===== src/rtl/hamming_share_ctrl.sv =====
// hamming_share_ctrl: shares one Hamming (7,4) check/correct datapath
// between two requesters with round-robin grant and a held result.
//
// Ports:
//   clk, rst_n         clock, async active-low reset
//   req0_*             requester 0 (local word) valid/ready/word
//   req1_*             requester 1 (received word) valid/ready/word
//   dp_word_o          word driven to the shared datapath
//   dp_syndrome_i      datapath syndrome (0 = clean)
//   dp_corrected_i     datapath corrected word
//   res_*              held result with valid/ready handshake
//   err_cnt_o          saturating count of erroneous results
//   busy_o             controller not idle
//   inj_pos_i          error-injection bit position (HAMMING_ERR_INJECT_EN)
//
// Optional feature macro: HAMMING_ERR_INJECT_EN adds inj_pos_i; a nonzero
// value flips bit (inj_pos_i-1) of the word as it is latched.

module hamming_share_ctrl #(
   parameter int ERR_CNT_W = 8,
   parameter int HOLD_CYC  = 1000,
   parameter int HOLD_W    = 32
) (
   input  logic                 clk,
   input  logic                 rst_n,
   input  logic                 req0_valid_i,
   input  logic [6:0]           req0_word_i,
   output logic                 req0_ready_o,
   input  logic                 req1_valid_i,
   input  logic [6:0]           req1_word_i,
   output logic                 req1_ready_o,
   output logic [6:0]           dp_word_o,
   input  logic [2:0]           dp_syndrome_i,
   input  logic [6:0]           dp_corrected_i,
   output logic                 res_valid_o,
   input  logic                 res_ready_i,
   output logic                 res_src_o,
   output logic [3:0]           res_data_o,
   output logic [2:0]           res_syndrome_o,
   output logic                 res_err_o,
   output logic [ERR_CNT_W-1:0] err_cnt_o,
   output logic                 busy_o
`ifdef HAMMING_ERR_INJECT_EN
   ,
   input  logic [2:0]           inj_pos_i
`endif
);

   typedef enum logic [1:0] {
      IDLE  = 2'd0,
      ISSUE = 2'd1,
      RESP  = 2'd2,
      HOLD  = 2'd3
   } state_t;

   localparam logic [HOLD_W-1:0] HOLD_LAST =
      HOLD_W'((HOLD_CYC > 0) ? (HOLD_CYC - 1) : 0);

   state_t               state;
   state_t               state_n;
   logic                 last;
   logic [6:0]           word_q;
   logic                 src_q;
   logic                 res_src_q;
   logic [3:0]           res_data_q;
   logic [2:0]           res_syn_q;
   logic [ERR_CNT_W-1:0] err_cnt_q;
   logic [HOLD_W-1:0]    hold_cnt;
   logic                 busy_q;

   logic                 grant0;
   logic                 grant1;
   logic                 accept;
   logic                 hold_done;
   logic [6:0]           word_in;
   logic [6:0]           inj_mask;

   // Only the data positions of the corrected word reach the result.
   logic                 unused_corr;
   assign unused_corr = ^{dp_corrected_i[3], dp_corrected_i[1:0]};

   // With both requesters valid, the one not served last wins.
   assign grant0 = req0_valid_i & (~req1_valid_i | last);
   assign grant1 = req1_valid_i & (~req0_valid_i | ~last);

`ifdef HAMMING_ERR_INJECT_EN
   assign inj_mask = (inj_pos_i == 3'd0) ? 7'd0
                   : (7'd1 << (inj_pos_i - 3'd1));
`else
   assign inj_mask = 7'd0;
`endif

   assign word_in   = (grant1 ? req1_word_i : req0_word_i) ^ inj_mask;
   assign hold_done = (hold_cnt == HOLD_LAST);

   always_comb begin
      state_n      = state;
      req0_ready_o = 1'b0;
      req1_ready_o = 1'b0;
      res_valid_o  = 1'b0;
      accept       = 1'b0;
      unique case (state)
         IDLE: begin
            req0_ready_o = grant0;
            req1_ready_o = grant1;
            accept       = grant0 | grant1;
            if (accept) begin
               state_n = ISSUE;
            end
         end
         ISSUE: begin
            state_n = RESP;
         end
         RESP: begin
            res_valid_o = 1'b1;
            if (res_ready_i) begin
               state_n = (HOLD_CYC == 0) ? IDLE : HOLD;
            end
         end
         HOLD: begin
            if (hold_done) begin
               state_n = IDLE;
            end
         end
         default: begin
            state_n = IDLE;
         end
      endcase
   end

   always_ff @(posedge clk or negedge rst_n) begin
      if (!rst_n) begin
         state  <= IDLE;
         busy_q <= 1'b0;
      end else begin
         state  <= state_n;
         busy_q <= (state_n != IDLE);
      end
   end

   // Accept: latch word/source and move the round-robin pointer.
   always_ff @(posedge clk or negedge rst_n) begin
      if (!rst_n) begin
         word_q <= 7'd0;
         src_q  <= 1'b0;
         last   <= 1'b1;
      end else if (accept) begin
         word_q <= word_in;
         src_q  <= grant1;
         last   <= grant1;
      end
   end

   // Result capture at the end of ISSUE; kept until the next capture
   // so the display stays on the last value.
   always_ff @(posedge clk or negedge rst_n) begin
      if (!rst_n) begin
         res_src_q  <= 1'b0;
         res_data_q <= 4'd0;
         res_syn_q  <= 3'd0;
         err_cnt_q  <= '0;
      end else if (state == ISSUE) begin
         res_src_q  <= src_q;
         res_data_q <= {dp_corrected_i[6], dp_corrected_i[5],
                        dp_corrected_i[4], dp_corrected_i[2]};
         res_syn_q  <= dp_syndrome_i;
         if ((dp_syndrome_i != 3'd0) && !(&err_cnt_q)) begin
            err_cnt_q <= err_cnt_q + ERR_CNT_W'(1);
         end
      end
   end

   always_ff @(posedge clk or negedge rst_n) begin
      if (!rst_n) begin
         hold_cnt <= '0;
      end else if ((state == HOLD) && !hold_done) begin
         hold_cnt <= hold_cnt + HOLD_W'(1);
      end else begin
         hold_cnt <= '0;
      end
   end

   assign dp_word_o      = word_q;
   assign res_src_o      = res_src_q;
   assign res_data_o     = res_data_q;
   assign res_syndrome_o = res_syn_q;
   assign res_err_o      = |res_syn_q;
   assign err_cnt_o      = err_cnt_q;
   assign busy_o         = busy_q;

endmodule


===== config.mk =====
export PLATFORM = sky130hd
export DESIGN_NAME = hamming_share_ctrl
export DESIGN_NICKNAME = d
export VERILOG_FILES = /design/src/rtl/hamming_share_ctrl.sv
export SDC_FILE = /design/constraint.sdc
export NUM_CORES = 1
export LEC_CHECK = 0
export ABC_AREA = 0
export BUFFER_PORTS_ARGS = -buffer_cell sky130_fd_sc_hd__buf_2
export CAP_MARGIN = 10
export CORE_MARGIN = 2
export CORE_UTILIZATION = 62
export CTS_BUF_LIST = sky130_fd_sc_hd__clkbuf_2 sky130_fd_sc_hd__clkbuf_4 sky130_fd_sc_hd__clkbuf_8
export DETAILED_ROUTE_END_ITERATION = 10
export PLACE_DENSITY = 0.88
export SYNTH_ARGS = -nofsm -noshare
export SYNTH_HDL_FRONTEND = slang
export SYNTH_SLANG_ARGS = --single-unit

===== constraint.sdc =====
create_clock -name clk -period 4.85 [get_ports clk]
set_clock_uncertainty 0.1 [all_clocks]
set_input_delay 0.97 -clock clk [delete_from_list [all_inputs] [get_ports clk]]
set_output_delay 0.97 -clock clk [all_outputs]
set_load 0.01 [all_outputs]

Word level (Yosys, flattened, before mapping)

Index checks and enable logic that the tools add are counted.

Flip-flop bits (word level): 60
Output and inout bits: 28
Word-level logic and storage cells: 44

Add/sub/neg operators: 2
Eq/ne operators: 4
Multiplexer cells: 10
Bitwise operators: 8
Reductions and logical operators: 10

Operators with widths:

| cell                    | count |
|---|---|
| $add A32 B1 Y32 const B | 1 |
| $eq A32 B10 Y1 const B  | 1 |
| $mux W32                | 1 |
| $add A8 B1 Y8 const B   | 1 |
| $pmux W2 S4             | 1 |
| $reduce_and A8 Y1       | 1 |
| $mux W7                 | 1 |
| $mux W2                 | 3 |
| $eq A2 B2 Y1 const B    | 2 |
| $mux W1                 | 4 |
| $not A1 Y1              | 3 |
| $or A1 B1 Y1            | 3 |
| $reduce_bool A3 Y1      | 1 |
| $reduce_or A3 Y1        | 1 |
| $and A1 B1 Y1           | 2 |
| $eq A2 B1 Y1 const B    | 1 |
| $logic_and A1 B1 Y1     | 2 |
| $logic_not A1 Y1        | 2 |
| $logic_not A2 Y1        | 1 |
| $reduce_and A2 Y1       | 1 |
| $reduce_bool A2 Y1      | 1 |

Longest topological paths before layout

Depth in word-level cells: 7
Depth in mapped cells: 7

Least setup slack after synthesis

No wires, ideal clock.

Path kind: input-to-output
Start: input port req1_valid_i
End: output port req1_ready_o
Data arrival time: 1.738 ns
Path slack: 2.042 ns
Stages: 3
Buffers on the path: 1
Cell sequence: a21boi_0 -> buf_1 -> and2_1

Word-level cells in the longest chain between the ends: 2

RTL lines:

| what          | line | text |
|---|---|---|
| from (decl)   | 29   | `input logic req1_valid_i,` |
| $and A1 B1 Y1 | 84   | `assign grant1 = req1_valid_i & (~req0_valid_i \| ~last);` |
| $mux W1       | 102  | `unique case (state)` |
| to (decl)     | 31   | `output logic req1_ready_o,` |

No other way between the ends.

Final worst setup path

Start: input port req0_valid_i
End: output port req1_ready_o

Word-level cells in the longest chain between the ends: 4

RTL lines:

| what          | line | text |
|---|---|---|
| from (decl)   | 26   | `input logic req0_valid_i,` |
| $not A1 Y1    | 84   |  |
| $or A1 B1 Y1  | 84   |  |
| $and A1 B1 Y1 | 84   |  |
| $mux W1       | 102  |  |

No other way between the ends.

==> metrics.md <==
| Metric | Value |
|---|---|
| Run status | complete, no violations |
| Post-place setup slack | 1.957 ns |
| Family with the most delay on the worst path | buffers and inverters |
| Number of maximum-capacitance violations | 0 |
| Total core area | 4755 sq um |
| Wl on met1 | 2852 microns |
| CTS root buf | clkbuf_8 |
| Starting Density | 64.34% |
| Required time of the worst setup path | 3.78 ns |
| Distinct cell type count after synthesis | 45 |
| Clk pwr share | 43.0% |
| Cells taking the most area after synthesis | dfrtp_1 48%, nand4_1 3.3%, mux2_2 2.9%, o31ai_1 2.9%, xnor2_1 2.9% |
| CTS tree | done |
| Synthesized Nets | 326 |
| Leading cell types in the layout, fill and taps excluded | 59 x dfrtp_1, 53 x buf_2, 22 x nand2_1 |
| FF+latch count, synth | 60 |
| Via count normalized by instance count | 6.210 |
| Quantity of gates resized following cts | 0 |
| Number of hold buffers added after CTS | 0 |
| Post-layout net count | 378 |
| Number of routed nets with antenna violations | 0 |
| Uppermost layer routed | met4 |
| Switching power share of the total | 25.63% |
| Die Y | 74.25 microns |
| Maximum number of pins on one net before global-route repair | 61 |
| RR Endpoint | hold_cnt[28] |
| Cell depth of the worst hold path | 2 |
| Proportion of layout cells with a drive suffix above 1 | 26.42% |
| Number of flops mapped to enable cells by yosys | 0 |
| Hold WC Path Type | reg2reg |
| Area growth, synth to finish | 16.44% |
| Critical Path End Type | primary output |
| Setup slack after layout | 1.953 ns |
| Critical Path Fanout Max | 8 |
| Category of the most critical setup path | in2out |
| Hold Path Origin | dp_word_o[1] |
| Clock net sink count | 60 |
| Drc violations | 0 |
| Met2 Routed Length | 3442 microns |
| Layout filler cell count | 340 |
| Total congestion overflow after global routing | 0 |
| Number of global-route vias before repair | 2451 |
| CP max-delay cell | buf_4 |
| Slack of the worst reg-to-reg path | 2.68 ns |
| Peak supply drop | 0.2654 mV |
| Number of H-tree levels | 3 |
| Met3 wire length | 390 microns |
| Cell Count Post-Placement | 403 |
| Switching power | 0.0002979 W |
| Placement row count | 25 |
| Most used flip-flop cell after synthesis | dfrtp_1 |
| Number of buffers inserted to repair setup after CTS | 0 |
| Total global routing track utilization | 26.96% |
| Most common library cell in the layout ignoring fill and taps | dfrtp_1 |
| Number of iterations in the first detailed-routing pass | 4 |
| Post-route non-filler standard cell count | 419 |
| Part of the power in registers | 47.7% |
| Cell area after technology mapping | 3059 sq um |
| Vias | 2602 |
| Top-level I/O count | 57 |
| Power Internal | 0.0008642 W |
| Post-route cell area | 3562 sq um |
| Setup Total Neg Slack | 0 ns |
| Part of the cycle the worst path needs | 59.73% |
| TritonCTS buffer count | 9 |
| Overall die area | 5512 sq um |
| Wire length of the first global-routing pass | 11150 microns |
| Slew Limit Headroom | 36.54% |
| Count of cells along the worst register-to-register path | 4 |
| Critical path buffer and inverter count | 3 |
| Most prevalent standard cell on the critical path | buf_2 |
| Average wire length per cell after detail routing | 16.39 microns |
| Placer Congestion | 0.9024 |
| Minimum clock period after layout | 2.897 ns |
| Post-detailed-routing wire length | 6868 microns |
| Worst skew pair latency | 0.34 ns |
| Antenna violations before repair | 0 |
| Clock tree buffer depth | 2 |
| Count of final max-slew check failures | 0 |
| I/O Buffers | 53 |
| Synth top area share | 48.26% |
| Unrepaired setup endpoints after global routing | false |
| Final antenna diode count | 0 |
| Avg Synthesized Cell Area | 10.37 sq um |
| Share of synthesized registers carrying an async set or reset | 100.0% |
| DPL Wire Length | 4587 microns |
| Endpoints failing hold | 0 |
| Capture endpoint of the worst hold path | dp_word_o[1] |
| Clock slew at reported path FFs | 0.07 ns |
| Number of DRC violations after detailed-routing iteration 0 | 218 |
| CP max stage delay | 0.22 ns |
| Crit path arrival time | 1.83 ns |
| Placed instance area | 3342 sq um |
| LEAKAGE | 1.590 nW |
| Power density of the placed cells | 326.2 nW/um^2 |
| Final setup violation count | 0 |
| Width of the die | 74.25 microns |
| Startpoint of the worst register-to-register path | hold_cnt[10] |
| Power share of the combinational group | 9.3% |
| F_max | 345.2 MHz |
| Cells after Synth | 295 |
| Yosys warns | 0 |
| Worst-margin pin slew | 0.9455 ns |
| Largest area contributor in the netlist | dfrtp_1 |
| Critical path, cell by cell | buf_2 > a21boi_0 > buf_4 > and2_1 > buf_2 |
| Startpoint types | primary input |
| Proportion of synthesized chip area in sequential cells | 49.12% |
## per-layer routing
layer,global-route usage [%],up-vias
li1,-,1206
met1,34.11,1274
met2,43.65,105
met3,7.995,17
met4,11.31,0
met5,0,-
## layout make-up
class,instances,area [sq um],area share (%)
Sequential cell,60,1503,42.18
Multi-Input combinational cell,216,1453,40.78
Timing Repair Buffer,56,287.8,8.079
Clock buffer,10,131.4,3.688
Clock inverter,6,88.84,2.494
Tap cell,67,83.83,2.353
Inverter,4,15.01,0.4215
## worst register-to-register path, stage by stage (launching register included)
cell and delay, ns:
dfrtp_1 0.45, and4_1 0.32, nand2_1 0.43, or4_1 0.64, a21oi_1 0.15
## power groups by stage
stage	logic [W]	clock network (W)	registers [W]
final	0.000108	0.000500	0.000555
after global placement	0.000102	0	0.000560
after floorplan	0.0000648	0	0.000557
after CTS	0.000109	0.000502	0.000553
after global routing	0.000121	0.000522	0.000557
after detailed placement	0.000107	0	0.000562
## metrics by stage
step	utilization [%]	total power, W	hold WS [ns]
after floorplan	-	0.0006220	0.3458
after global placement	70.29	0.0006622	0.3603
after detailed placement	70.29	0.0006686	0.3705
after CTS	74.92	0.001164	0.3891
after global routing	74.92	0.001200	0.4134
final	74.92	0.001162	0.3861
## sequential cells by signal, summed over array words and instances, names as in the netlist
signal          flops
last                1
err_cnt_o           8
dp_word_o           7
hold_cnt           32
res_syndrome_o      3
res_src_o           1
res_data_o          4
src_q               1
state               2
busy_o              1
## worst max path at each step
stage / slack [ns] / depth (start not counted) / end / from
final: 1.95 / 5 / req1_ready_o / req0_valid_i
after global routing: 1.86 / 5 / req1_ready_o / req0_valid_i
after CTS: 1.95 / 5 / req1_ready_o / req0_valid_i
after detailed placement: 1.96 / 5 / req1_ready_o / req0_valid_i
after global placement: 2.02 / 5 / req1_ready_o / req0_valid_i
after floorplan: 2.04 / 3 / req1_ready_o / req1_valid_i
## kinds of logic (layout without fill, tap and decap cells)
kind of cell,Yosys count,after routing,share of synthesized area (%)
compound gates,50,50,10.63
xor+xnor,19,19,5.440
fa+ha+maj,2,2,0.8179
buf+inv,19,76,3.394
flops,60,60,49.12
mux,16,16,5.603
simple gates,129,129,24.99
## cells in the mapped netlist, types with 3 or more instances
cell type,instances
a21oi_1,13
a21oi_2,3
a31oi_1,4
and2_1,9
and3_1,4
and4_1,8
buf_2,8
dfrtp_1,59
inv_1,4
mux2_2,8
mux2i_1,7
nand2_1,22
nand3_1,11
nand4_1,16
nor2_1,17
nor3_1,5
nor4_1,12
o21ai_0,10
o31ai_1,12
or3_1,3
or4_1,9
or4_4,4
xnor2_1,10
xor2_1,9
No activity file was read; power rests on OpenSTA's default activity.
